==> config.mk <==
export PLATFORM = sky130hd
export DESIGN_NAME = dmem_access_ctrl
export DESIGN_NICKNAME = d
export VERILOG_FILES = /design/src/rtl/dmem_access_ctrl.sv
export SDC_FILE = /design/constraint.sdc
export NUM_CORES = 1
export LEC_CHECK = 0
export BUFFER_PORTS_ARGS = -buffer_cell sky130_fd_sc_hd__buf_2
export CORE_ASPECT_RATIO = 1.1
export CORE_MARGIN = 3
export CORE_UTILIZATION = 40
export DETAILED_ROUTE_END_ITERATION = 6
export GPL_ROUTABILITY_DRIVEN = 1
export GPL_TIMING_DRIVEN = 0
export HOLD_SLACK_MARGIN = 0.05
export PLACE_DENSITY = 0.69
export SLEW_MARGIN = 10
export SYNTH_ARGS = -nofsm -noshare
export SYNTH_HDL_FRONTEND = slang
export SYNTH_SLANG_ARGS = --single-unit
==> constraint.sdc <==
create_clock -name clk -period 2.05 [get_ports clk]
set_clock_uncertainty 0.2 [all_clocks]
set_input_delay 0.1025 -clock clk [delete_from_list [all_inputs] [get_ports clk]]
set_output_delay 0.1025 -clock clk [all_outputs]
set_load 0.03 [all_outputs]
==> src/rtl/dmem_access_ctrl.sv <==
`default_nettype none
// ============================================================================
// Module   : dmem_access_ctrl
// Brief    : MEM-stage data-memory req/ack sequencer with pipeline stall,
//            MEM/WB bubble control and captured load data. Optional request
//            timeout (ERR state) is enabled by defining DMEM_TIMEOUT_EN.
// Revision : 1.0 - initial release
// ============================================================================
module dmem_access_ctrl #(
   parameter int unsigned WAIT_MAX = 15
) (
   input  logic        clk,
   input  logic        rst_n,
   input  logic        memreadM,
   input  logic        memwriteM,
   input  logic [31:0] aluoutM,
   input  logic [31:0] writedataM,
   output logic        mem_req,
   output logic        mem_we,
   output logic [31:0] mem_addr,
   output logic [31:0] mem_wdata,
   input  logic [31:0] mem_rdata,
   input  logic        mem_ack,
   output logic        stall,
   output logic        wb_valid,
   output logic [31:0] readdataM,
   output logic        err
);

   generate
      if (WAIT_MAX < 1 || WAIT_MAX > 255) begin : g_bad_wait_max
         $error("dmem_access_ctrl: WAIT_MAX must be in 1..255");
      end
   endgenerate

   typedef enum logic [1:0] {
      ST_IDLE = 2'd0,
      ST_REQ  = 2'd1,
      ST_DONE = 2'd2
`ifdef DMEM_TIMEOUT_EN
      ,
      ST_ERR  = 2'd3
`endif
   } state_t;

   state_t      r_state;
   logic        r_mem_req;
   logic        r_mem_we;
   logic [31:0] r_mem_addr;
   logic [31:0] r_mem_wdata;
   logic [31:0] r_readdata;
   logic        r_err;

`ifdef DMEM_TIMEOUT_EN
   localparam int c_cnt_w = $clog2(WAIT_MAX + 1);
   localparam logic [c_cnt_w-1:0] c_wait_max  = c_cnt_w'(WAIT_MAX);
   localparam logic [c_cnt_w-1:0] c_wait_last = c_cnt_w'(WAIT_MAX - 1);
   logic [c_cnt_w-1:0] r_wait_cnt;
`endif

   logic w_access;
   logic w_aligned;
   logic w_is_load;
   logic w_stall;

   assign w_access  = memreadM | memwriteM;
   assign w_aligned = (aluoutM[1:0] == 2'b00);
   // a simultaneous read+write is handled as a store
   assign w_is_load = memreadM & ~memwriteM;

   always_ff @(posedge clk or negedge rst_n) begin
      if (!rst_n) begin
         r_state     <= ST_IDLE;
         r_mem_req   <= 1'b0;
         r_mem_we    <= 1'b0;
         r_mem_addr  <= '0;
         r_mem_wdata <= '0;
         r_readdata  <= '0;
         r_err       <= 1'b0;
`ifdef DMEM_TIMEOUT_EN
         r_wait_cnt  <= '0;
`endif
      end else begin
         case (r_state)
            ST_IDLE: begin
               if (w_access) begin
                  if (w_aligned) begin
                     r_mem_req   <= 1'b1;
                     r_mem_we    <= memwriteM;
                     r_mem_addr  <= aluoutM;
                     r_mem_wdata <= writedataM;
                     r_state     <= ST_REQ;
`ifdef DMEM_TIMEOUT_EN
                     r_wait_cnt  <= '0;
`endif
                  end else begin
                     r_err <= 1'b1;
                     if (w_is_load) begin
                        r_readdata <= '0;
                     end
                  end
               end
            end
            ST_REQ: begin
`ifdef DMEM_TIMEOUT_EN
               if (r_wait_cnt != c_wait_max) begin
                  r_wait_cnt <= r_wait_cnt + 1'b1;
               end
`endif
               // an ack in the same cycle as the last allowed wait still wins
               if (mem_ack) begin
                  r_mem_req <= 1'b0;
                  if (!r_mem_we) begin
                     r_readdata <= mem_rdata;
                  end
                  r_state <= ST_DONE;
               end
`ifdef DMEM_TIMEOUT_EN
               else if (r_wait_cnt == c_wait_last) begin
                  r_mem_req <= 1'b0;
                  r_state   <= ST_ERR;
               end
`endif
            end
            ST_DONE: begin
               r_state <= ST_IDLE;
            end
`ifdef DMEM_TIMEOUT_EN
            ST_ERR: begin
               r_readdata <= '0;
               r_err      <= 1'b1;
               r_state    <= ST_DONE;
            end
`endif
            default: begin
               r_state <= ST_IDLE;
            end
         endcase
      end
   end

   // IDLE must stall in the same cycle it accepts an access
   assign w_stall = rst_n & (((r_state == ST_IDLE) & w_access & w_aligned)
                             | (r_state == ST_REQ)
`ifdef DMEM_TIMEOUT_EN
                             | (r_state == ST_ERR)
`endif
                            );

   assign stall     = w_stall;
   assign wb_valid  = ~w_stall;
   assign mem_req   = r_mem_req;
   assign mem_we    = r_mem_we;
   assign mem_addr  = r_mem_addr;
   assign mem_wdata = r_mem_wdata;
   assign readdataM = r_readdata;
   assign err       = r_err;

endmodule
`default_nettype wire

# Yosys cells after proc, flatten, opt, wreduce, memory -nomap -nowiden
# Cells that the tools add are included.
dict set report op_classes {
  add_sub_neg 0
  multipliers 0
  div 0
  magnitude_cmp 0
  n_eq_ne 7
  n_shift 0
  mux 14
  bitwise 9
  reduce_logical 8
}
# op n
set op_table {}
lappend op_table {{32-bit 2-to-1 mux} 5}
lappend op_table {{32-bit case mux with 2 select lines} 1}
lappend op_table {{2-bit inequality test, second input constant} 6}
lappend op_table {{3-bit AND reduction} 3}
lappend op_table {{2-bit 2-to-1 mux} 3}
lappend op_table {{6-bit AND reduction} 1}
lappend op_table {{1-bit AND} 4}
lappend op_table {{2-bit logical NOT} 2}
lappend op_table {{2-bit case mux with 2 select lines} 1}
lappend op_table {{4-bit AND reduction} 1}
lappend op_table {{1-bit 2-to-1 mux} 3}
lappend op_table {{1-bit inverter} 3}
lappend op_table {{2-bit by 1-bit == test with 1-bit output, second input constant} 1}
lappend op_table {{1-bit OR} 2}
lappend op_table {{1-bit case mux with 2 select lines} 1}
lappend op_table {{2-bit nonzero test} 1}
dict set report totals {
  register_bits 101
  latchBits 0
  ramBits 0
  romBits 0
  in_bits 101
  elab_cells 45
  memories 0
}

# Longest topological paths before layout
# Gate-level depths: netlist of the first run.
dict set report depth {
  depth_word 6
  depth_mapped 5
}

# Worst setup path before layout of the first run
# Ideal clock, no wire load.
dict set report synth_timing {
  path_kind {reg-to-output}
  from {register r_state[1]}
  to {output wb_valid}
  t_arrival_ns 1.717
  required_ns 1.747
  setup_slack_ns 0.031
  stages_incl_launch_ff 5
  path_buffers 2
  path_cell_list {dfrtp_1 > clkbuf_1 > buf_1 > nor2_1 > o21ai_0}
}
dict set report synth_between {
  elab_chain_cells 6
  word_cells_on_any_way 7
  cone_classes {1 x eq/ne; 5 x bitwise; 1 x reduce/logical}
}
# item line
set synth_lines {}
lappend synth_lines {{start, declared} 46} ;# state_t r_state;
lappend synth_lines {{start signal, assigned} 73} ;# r_state <= ST_IDLE;
lappend synth_lines {{start signal, assigned} 92} ;# r_state <= ST_REQ;
lappend synth_lines {{start signal, assigned} 116} ;# r_state <= ST_DONE;
lappend synth_lines {{2-bit logical NOT} 143} ;# assign w_stall = rst_n & (((r_state == ST_IDLE) & w_access & w_aligned)
lappend synth_lines {{1-bit AND (2 in a row)} 143}
lappend synth_lines {{1-bit OR (*)} 144} ;# | (r_state == ST_REQ)
lappend synth_lines {{1-bit AND (*)} 143}
lappend synth_lines {{1-bit inverter (*)} 151} ;# assign wb_valid = ~w_stall;
lappend synth_lines {{end, declared} 25} ;# output logic wb_valid,
# Mark *: on every way between the ends. The rest lies on a longest branch, timed or not.

# Worst setup path after layout of the first run
dict set report layout_timing {
  from {input memreadM}
  to {output wb_valid}
}
dict set report layout_between {
  elab_chain_cells 6
}
# item line
set layout_lines {}
lappend layout_lines {{start, declared} 14} ;# input logic memreadM,
lappend layout_lines {{1-bit OR} 66} ;# assign w_access = memreadM | memwriteM;
lappend layout_lines {{1-bit AND (2 in a row)} 143}
lappend layout_lines {{1-bit OR} 144}
lappend layout_lines {{1-bit AND} 143}
lappend layout_lines {{1-bit inverter} 151}
# No other way between the ends.

==> flow_metrics.env, run 1 <==
export IMPL_status="finished, final reports clean"
export IMPL_htreeDepth=3
export IMPL_dpl_cell_count=702
export IMPL_arrival_ns=1.71
export IMPL_synth_edf_count=0
export IMPL_antenna_left=0
export IMPL_fmax_mhz=496.9
export IMPL_period_needed_ns=2.013
export IMPL_hp_start="aluoutM[0]"
export IMPL_dieWidth_um=108.9
export IMPL_cts_tree="done"
export IMPL_synth_seq_cells=101
export IMPL_drt_iter0_drc=295
export IMPL_grt_max_degree=68
export IMPL_dpl_instance_area_mm2=0.005882
export IMPL_firstDrtPassIters=7
export IMPL_hold_viol_final=0
export IMPL_crit_start="memreadM"
export IMPL_post_route_drc_count=0
export IMPL_viasPerCell=5.209
export IMPL_crit_path_max_fanout=5
export IMPL_track_usage_pct=22.02
export IMPL_hold_class="input pin to flip-flop"
export IMPL_reg2reg_from="r_state[1]"
export IMPL_fp_dieH_um=119.2
export IMPL_grt_pass1_wl_um=22960
export IMPL_die_area_mm2=0.01299
export IMPL_clk_pin_slew_ns=0.07
export IMPL_initial_core_util_pct=41.77
export IMPL_critPathKind="input pin to output pin"
export IMPL_numCtsBuffers=9
export IMPL_cp_end_kind="output pin"
export IMPL_power_leakage_nw=3.585
export IMPL_final_util_pct=65.47
export IMPL_antenna_cells=0
export IMPL_slew_violations=0
export IMPL_yosysSeqAreaShare_pct=54.21
export IMPL_synth_ff_type="dfrtp_1"
export IMPL_cts_sinks=101
export IMPL_instances_no_fill=823
export IMPL_rows=40
export IMPL_vias=4287
export IMPL_coreArea_mm2=0.01116
export IMPL_cts_buffer_depth=2
export IMPL_wl_per_cell_um=18.01
export IMPL_routabilityCongestion=0.7584
export IMPL_start_kind="input pin"
export IMPL_grt_pass1_vias=4547
export IMPL_grt_ovfl_total=0
export IMPL_ys_types=29
export IMPL_drt_total_wl_um=14830
export IMPL_fin_nets=772
export IMPL_hpwlAfterDp_um=8994
export IMPL_power_mw=8.756
export IMPL_rsz0062_at_grt="true"
export IMPL_maxSlewHeadroom_pct=64.85
export IMPL_antenna_found_initial=0
export IMPL_mappedNetlistArea_mm2=0.004662
export IMPL_setup_viol=0
export IMPL_avgSynthCellArea_um2=13.21
export IMPL_ioPinCount=202
export IMPL_critPathRequiredTime_ns=1.75
export IMPL_drive_above_1_share_pct=44.67
export IMPL_power_density_mw_per_mm2=1198
export IMPL_drv_cap=0
export IMPL_finalCritPeriodShare_pct=98.18
export IMPL_ir_drop_mv=0.9831
export IMPL_area_growth_pct=56.74
export IMPL_synthesis_nets=454
export IMPL_yosys_warnings=0
export IMPL_port_buffers=201
export IMPL_root_buffer="clkbuf_16"
export IMPL_tightest_slew_ns=0.5272
export IMPL_clkLatencyLatePin_ns=0.33
export IMPL_syn_inst=353
export IMPL_final_area_mm2=0.007307
export IMPL_synthArstFlopShare_pct=100.0
[flip-flops by register name, indices dropped and copies added, names as in the netlist]
name / flops
err: 1
r_state: 2
readdataM: 32
mem_we: 1
mem_addr: 32
mem_wdata: 32
mem_req: 1
[kinds of logic after synthesis]
kind of cell | share of synthesized area (%)
simple gates | 8.293
mux | 19.65
compound gates | 12.37
flops | 54.21
buf+inv | 5.475
[placed cells by master, fill, tap and decap left out, types with 2 or more instances in the layout]
cell             n
buf_2          200
dfrtp_1        100
dlygate4sd3_1   99
mux2_4          58
nand2_1         33
o31ai_1         33
o2111ai_1       32
nand3_1         32
clkbuf_1        24
clkbuf_16       10
buf_12           8
buf_4            6
inv_1            4
mux2_2           4
nor2_1           2
o21ai_1          2
and2_1           2
inv_6            2
clkinv_4         2
buf_6            2
[Yosys cell counts (2+ instances only)]
cell type | n | area share [%]
o31ai_1 | 33 | 5.3
dfrtp_1 | 101 | 54
buf_12 | 6 | 2.6
nor2_1 | 3 | 0.24
o2111ai_1 | 32 | 6.0
mux2_4 | 58 | 19
nand2_1 | 33 | 2.7
mux2_2 | 4 | 0.97
clkbuf_1 | 24 | 1.9
o21ai_0 | 3 | 0.32
nand3_1 | 32 | 3.4
buf_2 | 3 | 0.32
and2_1 | 2 | 0.27
inv_1 | 4 | 0.32
[layout make-up]
type / instances / area, um2
Tap cell: 147 / 183.9
Timing Repair Buffer: 307 / 2125
Sequential cell: 101 / 2529
Fill cell: 804 / 3854
Buffer: 35 / 254.0
Multi-Input combinational cell: 213 / 1893
Clock inverter: 5 / 65.06
Clock buffer: 11 / 242.7
Inverter: 4 / 15.01
[per-layer routing]
layer | up-vias | global-route usage [%] | routed length (um)
met5 | - | 0 | 0
met1 | 2111 | 26.40 | 5958
li1 | 1957 | - | -
met4 | 0 | 6.867 | 249
met3 | 28 | 6.612 | 1319
met2 | 191 | 37.56 | 7298
[worst paths after layout]
path,slack (ns),end,depth (start not counted)
max,0.04,wb_valid,8
min,0.05,mem_req,4
max reg2reg,0.08,mem_addr[2],6
min reg2reg,0.27,err,2
max in group asynchronous,1.08,mem_wdata[24],4
min in group asynchronous,0.09,mem_addr[23],3
[report_power, final]
part | total (mW) | internal [mW] | switching (mW) | leakage, nW
Sequential | 3.17 | 2.68 | 0.489 | 1.21
Clock | 1.74 | 0.994 | 0.750 | 0.151
Combinational | 3.84 | 1.50 | 2.34 | 2.22
Total | 8.76 | 5.18 | 3.58 | 3.59
[metrics by stage]
step                setup slack (ns)  setup TNS, ns  hold WS, ns
detailed placement          -0.04033        -0.7369     -0.09550
finish                       0.03733              0      0.05226
CTS                         0.009937              0      0.05695
global placement             -0.6370         -41.39       0.1051
floorplan                    0.03075              0      -0.3931
global route               -0.007378      -0.007378      0.08739
[worst max-delay path: stages]
cell and delay (ns):
dlygate4sd3_1 0.55, buf_4 0.16, nor2_4 0.08, and2b_2 0.24
buf_12 0.13, buf_12 0.11, o21ai_1 0.14, buf_4 0.18
[what timing repair did]
item / CTS / global route
buffers inserted: 4 / 0
gates cloned: 0 / 1
gates resized for setup: 10 / 8
endpoints found under the setup margin: 36 / 69
hold endpoints to repair: 200 / 0
pin swaps: 2 / 1
hold buffers: 101 / 0
Note: power is estimated with default switching activity, not from simulation.
==> inputs of run 2 (changes only) <==
CTS_BUF_LIST = sky130_fd_sc_hd__clkbuf_4 sky130_fd_sc_hd__clkbuf_8   (was not set)
PLACE_DENSITY = 0.79   (was 0.69)
==> flow_metrics.env, run 2 (synthesized netlist as in run 1, its figures left out) <==
export IMPL_status="finished, final reports clean"
export IMPL_critPathKind="flip-flop to flip-flop"
export IMPL_track_usage_pct=23.42
export IMPL_drt_total_wl_um=15180
export IMPL_dpl_worst_slack_ns=-0.05882
export IMPL_grt_max_degree=58
export IMPL_drt_iter0_drc=275
export IMPL_coreArea_mm2=0.01116
export IMPL_setup_viol=0
export IMPL_initial_core_util_pct=41.77
export IMPL_clk_pin_slew_ns=0.10
export IMPL_finalCritPeriodShare_pct=96.12
export IMPL_post_route_drc_count=0
export IMPL_die_area_mm2=0.01299
export IMPL_area_growth_pct=54.16
export IMPL_cts_buffer_depth=2
export IMPL_fmax_mhz=507.5
export IMPL_hold_ws_ns=0.07571
export IMPL_grt_ovfl_total=0
export IMPL_dpl_instance_area_mm2=0.005882
export IMPL_power_density_mw_per_mm2=1160
export IMPL_cp_end_kind="flip-flop"
export IMPL_ioPinCount=202
export IMPL_viasPerCell=5.164
export IMPL_htreeDepth=3
export IMPL_cts_sinks=101
export IMPL_antenna_found_initial=3
export IMPL_worst_slack_ns=0.07957
export IMPL_crit_path_max_fanout=10
export IMPL_final_area_mm2=0.007187
export IMPL_fin_nets=774
export IMPL_wl_per_cell_um=18.33
export IMPL_layout_commonest_cell="buf_2"
export IMPL_fp_dieH_um=119.2
export IMPL_multi_input_area_mm2=0.001896
export IMPL_dieWidth_um=108.9
export IMPL_routabilityCongestion=0.7684
export IMPL_hpwlAfterDp_um=9346
export IMPL_vias=4276
export IMPL_root_buffer="clkbuf_8"
export IMPL_tightest_slew_ns=0.6349
export IMPL_drive_above_1_share_pct=45.13
export IMPL_grt_pass1_vias=4571
export IMPL_rsz0062_at_grt="false"
export IMPL_arrival_ns=2.07
export IMPL_regArea_mm2=0.002529
export IMPL_fill_cells=819
export IMPL_maxSlewHeadroom_pct=57.68
export IMPL_period_needed_ns=1.970
export IMPL_critPathRequiredTime_ns=2.15
export IMPL_firstDrtPassIters=4
export IMPL_antenna_left=0
export IMPL_rows=40
export IMPL_start_kind="flip-flop"
export IMPL_slew_violations=0
export IMPL_cts_tree="done"
export IMPL_drv_cap=0
export IMPL_power_leakage_nw=3.529
export IMPL_port_buffers=201
export IMPL_clkLatencyLatePin_ns=0.36
export IMPL_numCtsBuffers=9
export IMPL_grt_pass1_wl_um=23790
export IMPL_final_cell_mix="buf_2 (200), dlygate4sd3_1 (103), dfrtp_1 (100)"
export IMPL_hold_viol_final=0
export IMPL_ir_drop_mv=0.6605
export IMPL_hold_class="input pin to async pin"
## run 2: worst paths after layout
kind                            start  depth (start not counted)  slack (ns)            end
min in group clk             memreadM                          4        0.09  readdataM[31]
setup reg to reg           r_state[1]                          5        0.08     r_state[0]
hold reg to reg                   err                          2        0.28            err
hold / removal                  rst_n                          2        0.08   mem_addr[13]
setup / recovery           r_state[1]                          5        0.08     r_state[0]
max in group asynchronous       rst_n                          3        0.87   mem_wdata[9]
## run 2: what timing repair did
item                                   CTS  global route
resized for setup                       12            10
pin swaps                                1             1
hold buffers                           102             1
endpoints found under the hold margin  202            44
setup endpoints to repair               72            83
setup buffers                            5             1
## run 2: layout make-up
class                      instances  area share, %
antenna                            3         0.1045
buffer                            34          3.395
clock buffer                      10          1.828
clock inverter                     6         0.9575
inverter                           4         0.2089
multi-input combinational        213          26.38
sequential                       101          35.18
tap                              147          2.559
timing repair buffer             310          29.39
## run 2: power breakdown
| group | switching (mW) | total, mW | internal (mW) | leakage, nW |
|---|---|---|---|---|
| Combinational | 2.38 | 3.88 | 1.50 | 2.21 |
| Sequential | 0.501 | 3.18 | 2.68 | 1.21 |
| Clock | 0.690 | 1.28 | 0.587 | 0.101 |
## run 2: worst max-delay path, stage by stage (launching register included)
cell           delay, ns
dfrtp_1             0.42
buf_4               0.15
clkbuf_4            0.18
buf_6               0.16
o31ai_1             0.23
dlygate4sd3_1       0.58
## run 2: metrics by stage
stage               std cells  power (mW)  setup TNS [ns]  utilization, %
finish                    828       8.335               0           64.39
global route              827       8.764               0           64.37
floorplan                 353       5.640               0               -
detailed placement        702       6.832         -0.7218           52.70
CTS                       825       8.303      -0.0003794           64.25
global placement          701       6.724          -34.24           52.43
## run 2: per-layer routing
| layer | global-route usage [%] | wire [um] | vias to the layer above |
|---|---|---|---|
| met5 | 0 | 7 | - |
| li1 | - | - | 1973 |
| met3 | 5.257 | 1259 | 39 |
| met1 | 27.73 | 5964 | 2062 |
| met2 | 39.98 | 7521 | 200 |
| met4 | 10.66 | 426 | 2 |
